**config.mk**
```make
export PLATFORM = sky130hd
export DESIGN_NAME = ex_div
export DESIGN_NICKNAME = d
export VERILOG_FILES = /design/src/rtl/ex_div.sv
export SDC_FILE = /design/constraint.sdc
export NUM_CORES = 1
export LEC_CHECK = 0
export CAP_MARGIN = 25
export CELL_PAD_IN_SITES_DETAIL_PLACEMENT = 0
export CELL_PAD_IN_SITES_GLOBAL_PLACEMENT = 2
export CORE_ASPECT_RATIO = 1.2
export CORE_MARGIN = 2
export CORE_UTILIZATION = 39
export DETAILED_ROUTE_END_ITERATION = 8
export DONT_BUFFER_PORTS = 1
export PLACE_DENSITY = 0.94
export SETUP_SLACK_MARGIN = 0.5
export SYNTH_ARGS = -nofsm -noshare
export SYNTH_HDL_FRONTEND = slang
export SYNTH_SLANG_ARGS = --single-unit
```
**constraint.sdc**
```tcl
create_clock -name clk -period 6.68 [get_ports clk]
set_input_delay 1.336 -clock clk [delete_from_list [all_inputs] [get_ports clk]]
set_output_delay 1.336 -clock clk [all_outputs]
set_load 0.05 [all_outputs]
```
**src/rtl/ex_div.sv**
```systemverilog
// ex_div: 32-bit restoring radix-2 divider for DIV/DIVU in the execute stage.
// result_o = {remainder, quotient}; one quotient bit is produced per cycle.
module ex_div (
  input  logic        clk,
  input  logic        rst,
  input  logic        signed_div_i,
  input  logic [31:0] opdata1_i,
  input  logic [31:0] opdata2_i,
  input  logic        start_i,
  input  logic        annul_i,
  output logic [63:0] result_o,
  output logic        ready_o
);

  typedef enum logic [1:0] {
    S_FREE   = 2'd0,
    S_BYZERO = 2'd1,
    S_ON     = 2'd2,
    S_END    = 2'd3
  } state_e;

  state_e      state_q;
  logic [5:0]  cnt_q;
  logic [31:0] quo_q;
  logic [31:0] dvs_q;
  logic [31:0] rem_q;
  logic        negQuo_q;
  logic        negRem_q;
  logic [63:0] result_q;
  logic        ready_q;

  logic [31:0] absDividend_d;
  logic [31:0] absDivisor_d;
  logic [32:0] shifted_d;
  logic [32:0] trial_d;
  logic [31:0] remNext_d;
  logic [31:0] quoNext_d;
  logic [31:0] remFix_d;
  logic [31:0] quoFix_d;

  assign result_o = result_q;
  assign ready_o  = ready_q;

  // Operand magnitudes for the signed case, plus one restoring step and the final sign fix.
  always_comb begin
    absDividend_d = opdata1_i;
    absDivisor_d  = opdata2_i;
    if (signed_div_i && opdata1_i[31]) absDividend_d = ~opdata1_i + 32'd1;
    if (signed_div_i && opdata2_i[31]) absDivisor_d  = ~opdata2_i + 32'd1;

    shifted_d = {rem_q, quo_q[31]};
    trial_d   = shifted_d - {1'b0, dvs_q};
    if (!trial_d[32]) begin
      remNext_d = trial_d[31:0];
      quoNext_d = {quo_q[30:0], 1'b1};
    end else begin
      remNext_d = shifted_d[31:0];
      quoNext_d = {quo_q[30:0], 1'b0};
    end

    quoFix_d = negQuo_q ? (~quoNext_d + 32'd1) : quoNext_d;
    remFix_d = negRem_q ? (~remNext_d + 32'd1) : remNext_d;
  end

  // Control FSM and datapath registers; annul beats everything except reset.
  always_ff @(posedge clk or negedge rst) begin
    if (!rst) begin
      state_q  <= S_FREE;
      cnt_q    <= 6'd0;
      quo_q    <= 32'd0;
      dvs_q    <= 32'd0;
      rem_q    <= 32'd0;
      negQuo_q <= 1'b0;
      negRem_q <= 1'b0;
      result_q <= 64'd0;
      ready_q  <= 1'b0;
    end else if (annul_i) begin
      state_q  <= S_FREE;
      cnt_q    <= 6'd0;
      result_q <= 64'd0;
      ready_q  <= 1'b0;
    end else begin
      case (state_q)
        S_FREE: begin
          if (start_i) begin
            cnt_q <= 6'd0;
            if (opdata2_i == 32'd0) begin
              state_q <= S_BYZERO;
            end else begin
              state_q  <= S_ON;
              quo_q    <= absDividend_d;
              dvs_q    <= absDivisor_d;
              rem_q    <= 32'd0;
              negQuo_q <= signed_div_i & (opdata1_i[31] ^ opdata2_i[31]);
              negRem_q <= signed_div_i & opdata1_i[31];
            end
          end
        end
        S_BYZERO: begin
          // The zero-divisor path spends two cycles so ready rises two edges after acceptance.
          if (cnt_q == 6'd1) begin
            state_q  <= S_END;
            result_q <= 64'd0;
            ready_q  <= 1'b1;
          end else begin
            cnt_q <= cnt_q + 6'd1;
          end
        end
        S_ON: begin
          quo_q <= quoNext_d;
          rem_q <= remNext_d;
          cnt_q <= cnt_q + 6'd1;
          if (cnt_q == 6'd31) begin
            state_q  <= S_END;
            result_q <= {remFix_d, quoFix_d};
            ready_q  <= 1'b1;
          end
        end
        S_END: begin
          if (!start_i) begin
            state_q  <= S_FREE;
            result_q <= 64'd0;
            ready_q  <= 1'b0;
          end
        end
        default: begin
          state_q  <= S_FREE;
          result_q <= 64'd0;
          ready_q  <= 1'b0;
        end
      endcase
    end
  end

endmodule

```
==> results by group <==
Yosys
  – FF+latch count, synth: between 150 and 200
  – Synth Area in Adders: roughly 4.5%
  – Synth Area in Compound Gates: between 20% and 30%
  – Asr flop ratio synth: 100%
  – Area contributors post-synth: dfrtp_1, o21ai_0, nand2_1
  – Mapped cell area: about 12000 sq um
  – Mux cell area share after synthesis: 2.76%
  – XOR/XNOR Fraction of Synth Area: around a tenth
  – Simple-gate share of the synthesized area: roughly a fifth
  – Synth top area share: a little over a third
  – Synth unique cells: 69
  – Syn Area/Cell: roughly 8 sq um
  – Primary FF master, synth: dfrtp_1
  – Largest family of logic cells by synthesized area: compound AO/OA/AOI/OAI gates
  – Syn Inst Count: between 1k and 1.5k
  – Mapped Nets: roughly 1.6k
  – Most frequent cells after synthesis: nand2_1, o21ai_0, dfrtp_1
  – Most common cell in the netlist: nand2_1
  – Post-synth top area cell: dfrtp_1
  – Synth warn: 0
  – Post-synth EDFFs: 0
  – Register area share after synthesis: 35.6%

Timing
  – Fin crit share: between 80% and 90%
  – Slew Viols, Final: 0
  – Final Hold Vio Count: 0
  – Final Critical Period: 5410 ps
  – Worst hold margin: roughly 490 ps
  – Setup TNS: 0 ps
  – RSZ-0062 raised after global routing: no
  – Slew HR: about a third
  – Final Setup Violations: 0
  – Slew @ Worst Pin: roughly 1000 ps
  – Fmax: 185 MHz
  – Clock skew: 22.3 ps

CTS
  – Bufs on Longest Clock Path: 2
  – Post-cts repair resize count: 0
  – TritonCTS Buffers: 17
  – Clk sinks: 171
  – # Post-CTS Setup Buffers: 0
  – Clock latency on the worst-skew pair: approximately 440 ps
  – CTS tree: built
  – Clk pin slew, worst setup/hold paths: 70 ps
  – Root Driver: clkbuf_16
  – Post-cts hold buffer count: 0
  – CTS H-tree lvls: 4

Floorplanning
  – Boundary pin count: between 100 and 150
  – Die H: 196 um
  – Die width: 164 um
  – Die area: about 32000 sq um
  – Initial core utilization: slightly below 40%
  – Row count: 70
  – Total core area: ~30000 sq um

Flow run
  – Max-cap viol count: 0

Global routing
  – Grt ovf: 0
  – Largest net degree at the start of global routing: approximately 170
  – Total GRT Usage: between 20% and 30%
  – Initial antenna violation count: 0
  – First-pass GRT wire length: around 56000 um
  – Number of global-route vias before repair: around 11k

Power
  – Worst VDD drop: between 0.0002 and 0.00025 V
  – P_leak: about 5.4 nW
  – Power density of the placed cells: ~450 nW/um^2

Hold path
  – Worst hold path class: register to register
  – Min-Delay Endpoint: dvs_q[1]$_DFFE_PN0P_
  – Min-delay src: dvs_q[1]$_DFFE_PN0P_
  – WHS Path Cells: 2

Critical path
  – Crit Reg-Reg Startpoint: quo_q[31]$_DFFE_PN0P_
  – Flop2flop setup slack: about 1300 ps
  – CP Data Arrival Time: 5710 ps
  – Startpoint types: register
  – Reg2reg end: result_o[58]$_DFFE_PN0P_
  – Critical path endpoint category: register
  – Worst reg2reg path depth: 23
  – CP Max Fanout: 20
  – Crit path required time: ~7000 ps
  – Kind of critical path: register to register

Routing
  – Routed vias/inst: 5.63
  – Drt initial violations: between 600 and 700
  – Drt total wl: 34800 um
  – Antenna violation net count after detailed routing: 0
  – Avg WL per Cell: 18.7 um
  – Via count: approximately 10k
  – TritonRoute pass-1 iters: 5
  – DRC: 0

Layout
  – Share of cells above drive strength 1: approximately 4.3%
  – Fillers: roughly 3.1k
  – Layout Nets: ~1.6k
  – # diodes: 0
  – Design Area, Final: around 13000 sq um
  – Synth-to-Final Area Change: 6.94%

Placement
  – I/O Buffers: 0
  – Gpl congestion: ~0.9
  – Placed wire-length estimate: between 20000 and 30000 um
  – DP Area: approximately 12000 sq um

Status
  – Run status: complete, no violations
-- how the worst max path moves through the flow --
| stage | from | end | slack, ps |
|---|---|---|---|
| after CTS | quo_q[31]$_DFFE_PN0P_ | result_o[58]$_DFFE_PN0P_ | 1390 |
| after global routing | quo_q[31]$_DFFE_PN0P_ | result_o[56]$_DFFE_PN0P_ | 730 |
| after floorplan | quo_q[31]$_DFFE_PN0P_ | result_o[58]$_DFFE_PN0P_ | 1760 |
| after detailed placement | quo_q[31]$_DFFE_PN0P_ | result_o[58]$_DFFE_PN0P_ | 1400 |
| after global placement | quo_q[31]$_DFFE_PN0P_ | result_o[58]$_DFFE_PN0P_ | 1550 |
| final | quo_q[31]$_DFFE_PN0P_ | result_o[58]$_DFFE_PN0P_ | 1270 |
-- cell families after synthesis --
family	Yosys count
AND/OR/NAND/NOR	506
AO/OA/AOI/OAI	470
flip-flops	171
buffers and inverters	142
XOR/XNOR	134
adder cells (fa/ha/maj)	43
multiplexers	33
-- critical path, stage by stage, from the launching register on --
cell       delay (ps)
dfrtp_1           410
inv_1              90
ha_1              180
inv_1              60
fa_1              410
a211oi_1          350
o211ai_2          150
nand4_2           170
a2111oi_4         110
nor3_2            500
nor2_8             50
inv_4             150
buf_4             270
nor2_1             60
a21oi_1           200
ha_1              270
inv_1             100
nor4b_1           380
nand4_1           170
o31ai_1           500
nand4_1           220
o41ai_2           280
xnor2_1           150
o21ai_1            70
-- registers in the layout, indices dropped and copies added (netlist names) --
register and count:
cnt_q 6, dvs_q 32, negQuo_q 1, negRem_q 1, quo_q 32, ready_o 1, rem_q 32, result_o 64
state_q 2
-- where the power goes --
| part | switching (W) | internal (W) | total [W] |
|---|---|---|---|
| Clock | 0.000461 | 0.000524 | 0.000985 |
| Sequential | 0.000700 | 0.00135 | 0.00205 |
| Combinational | 0.00175 | 0.000967 | 0.00271 |
| Total | 0.00291 | 0.00284 | 0.00575 |
-- cell type report --
class	count	area (sq um)	area share (%)
inverters	62	235	1.83
clock inverters	13	135	1.05
clock buffers	19	433	3.37
well taps	396	495	3.86
multi-input cells	1186	7190	56.0
flip-flops and latches	171	4280	33.3
repair buffers	9	67.6	0.526
-- metal layers --
metal / track usage (%) / wire length, um / vias up / share of wire (%)
met5: 0 / 0 / - / 0
met4: 7.96 / 1110 / 0 / 3.2
met3: 4.65 / 1570 / 65 / 4.5
met2: 40.7 / 18400 / 196 / 53
met1: 24.6 / 13800 / 5000 / 40
li1: - / - / 5181 / -
-- per-stage QoR --
step,util (%),power [W],setup WS (ps),instances
floorplan,-,0.00405,1760,1499
global placement,40.4,0.00477,1550,1824
detailed placement,40.4,0.00479,1400,1824
CTS,42.2,0.00579,1390,1856
global route,42.2,0.00621,727,1856
finish,42.2,0.00575,1270,1856
-- cells in the final DEF, fill, tap and decap left out, types with 7 or more instances in the layout --
| cell | n |
|---|---|
| o31ai_1 | 21 |
| xnor2_1 | 74 |
| nor4_1 | 14 |
| a21oi_1 | 149 |
| xor2_1 | 60 |
| nor3_1 | 29 |
| nand2b_1 | 8 |
| a31oi_1 | 9 |
| and3_1 | 12 |
| and2_1 | 9 |
| nand2_1 | 213 |
| o211ai_1 | 7 |
| o21ai_0 | 181 |
| buf_4 | 9 |
| nand3_1 | 19 |
| ha_1 | 41 |
| inv_1 | 61 |
| mux2i_1 | 32 |
| o41ai_1 | 9 |
| a21o_1 | 10 |
| or4_1 | 14 |
| clkbuf_16 | 17 |
| o21ai_1 | 17 |
| nor2_1 | 126 |
| or3_1 | 25 |
| dfrtp_1 | 171 |
| nand4_1 | 14 |
| a22o_1 | 9 |
Note: power is estimated with default switching activity, not from simulation.
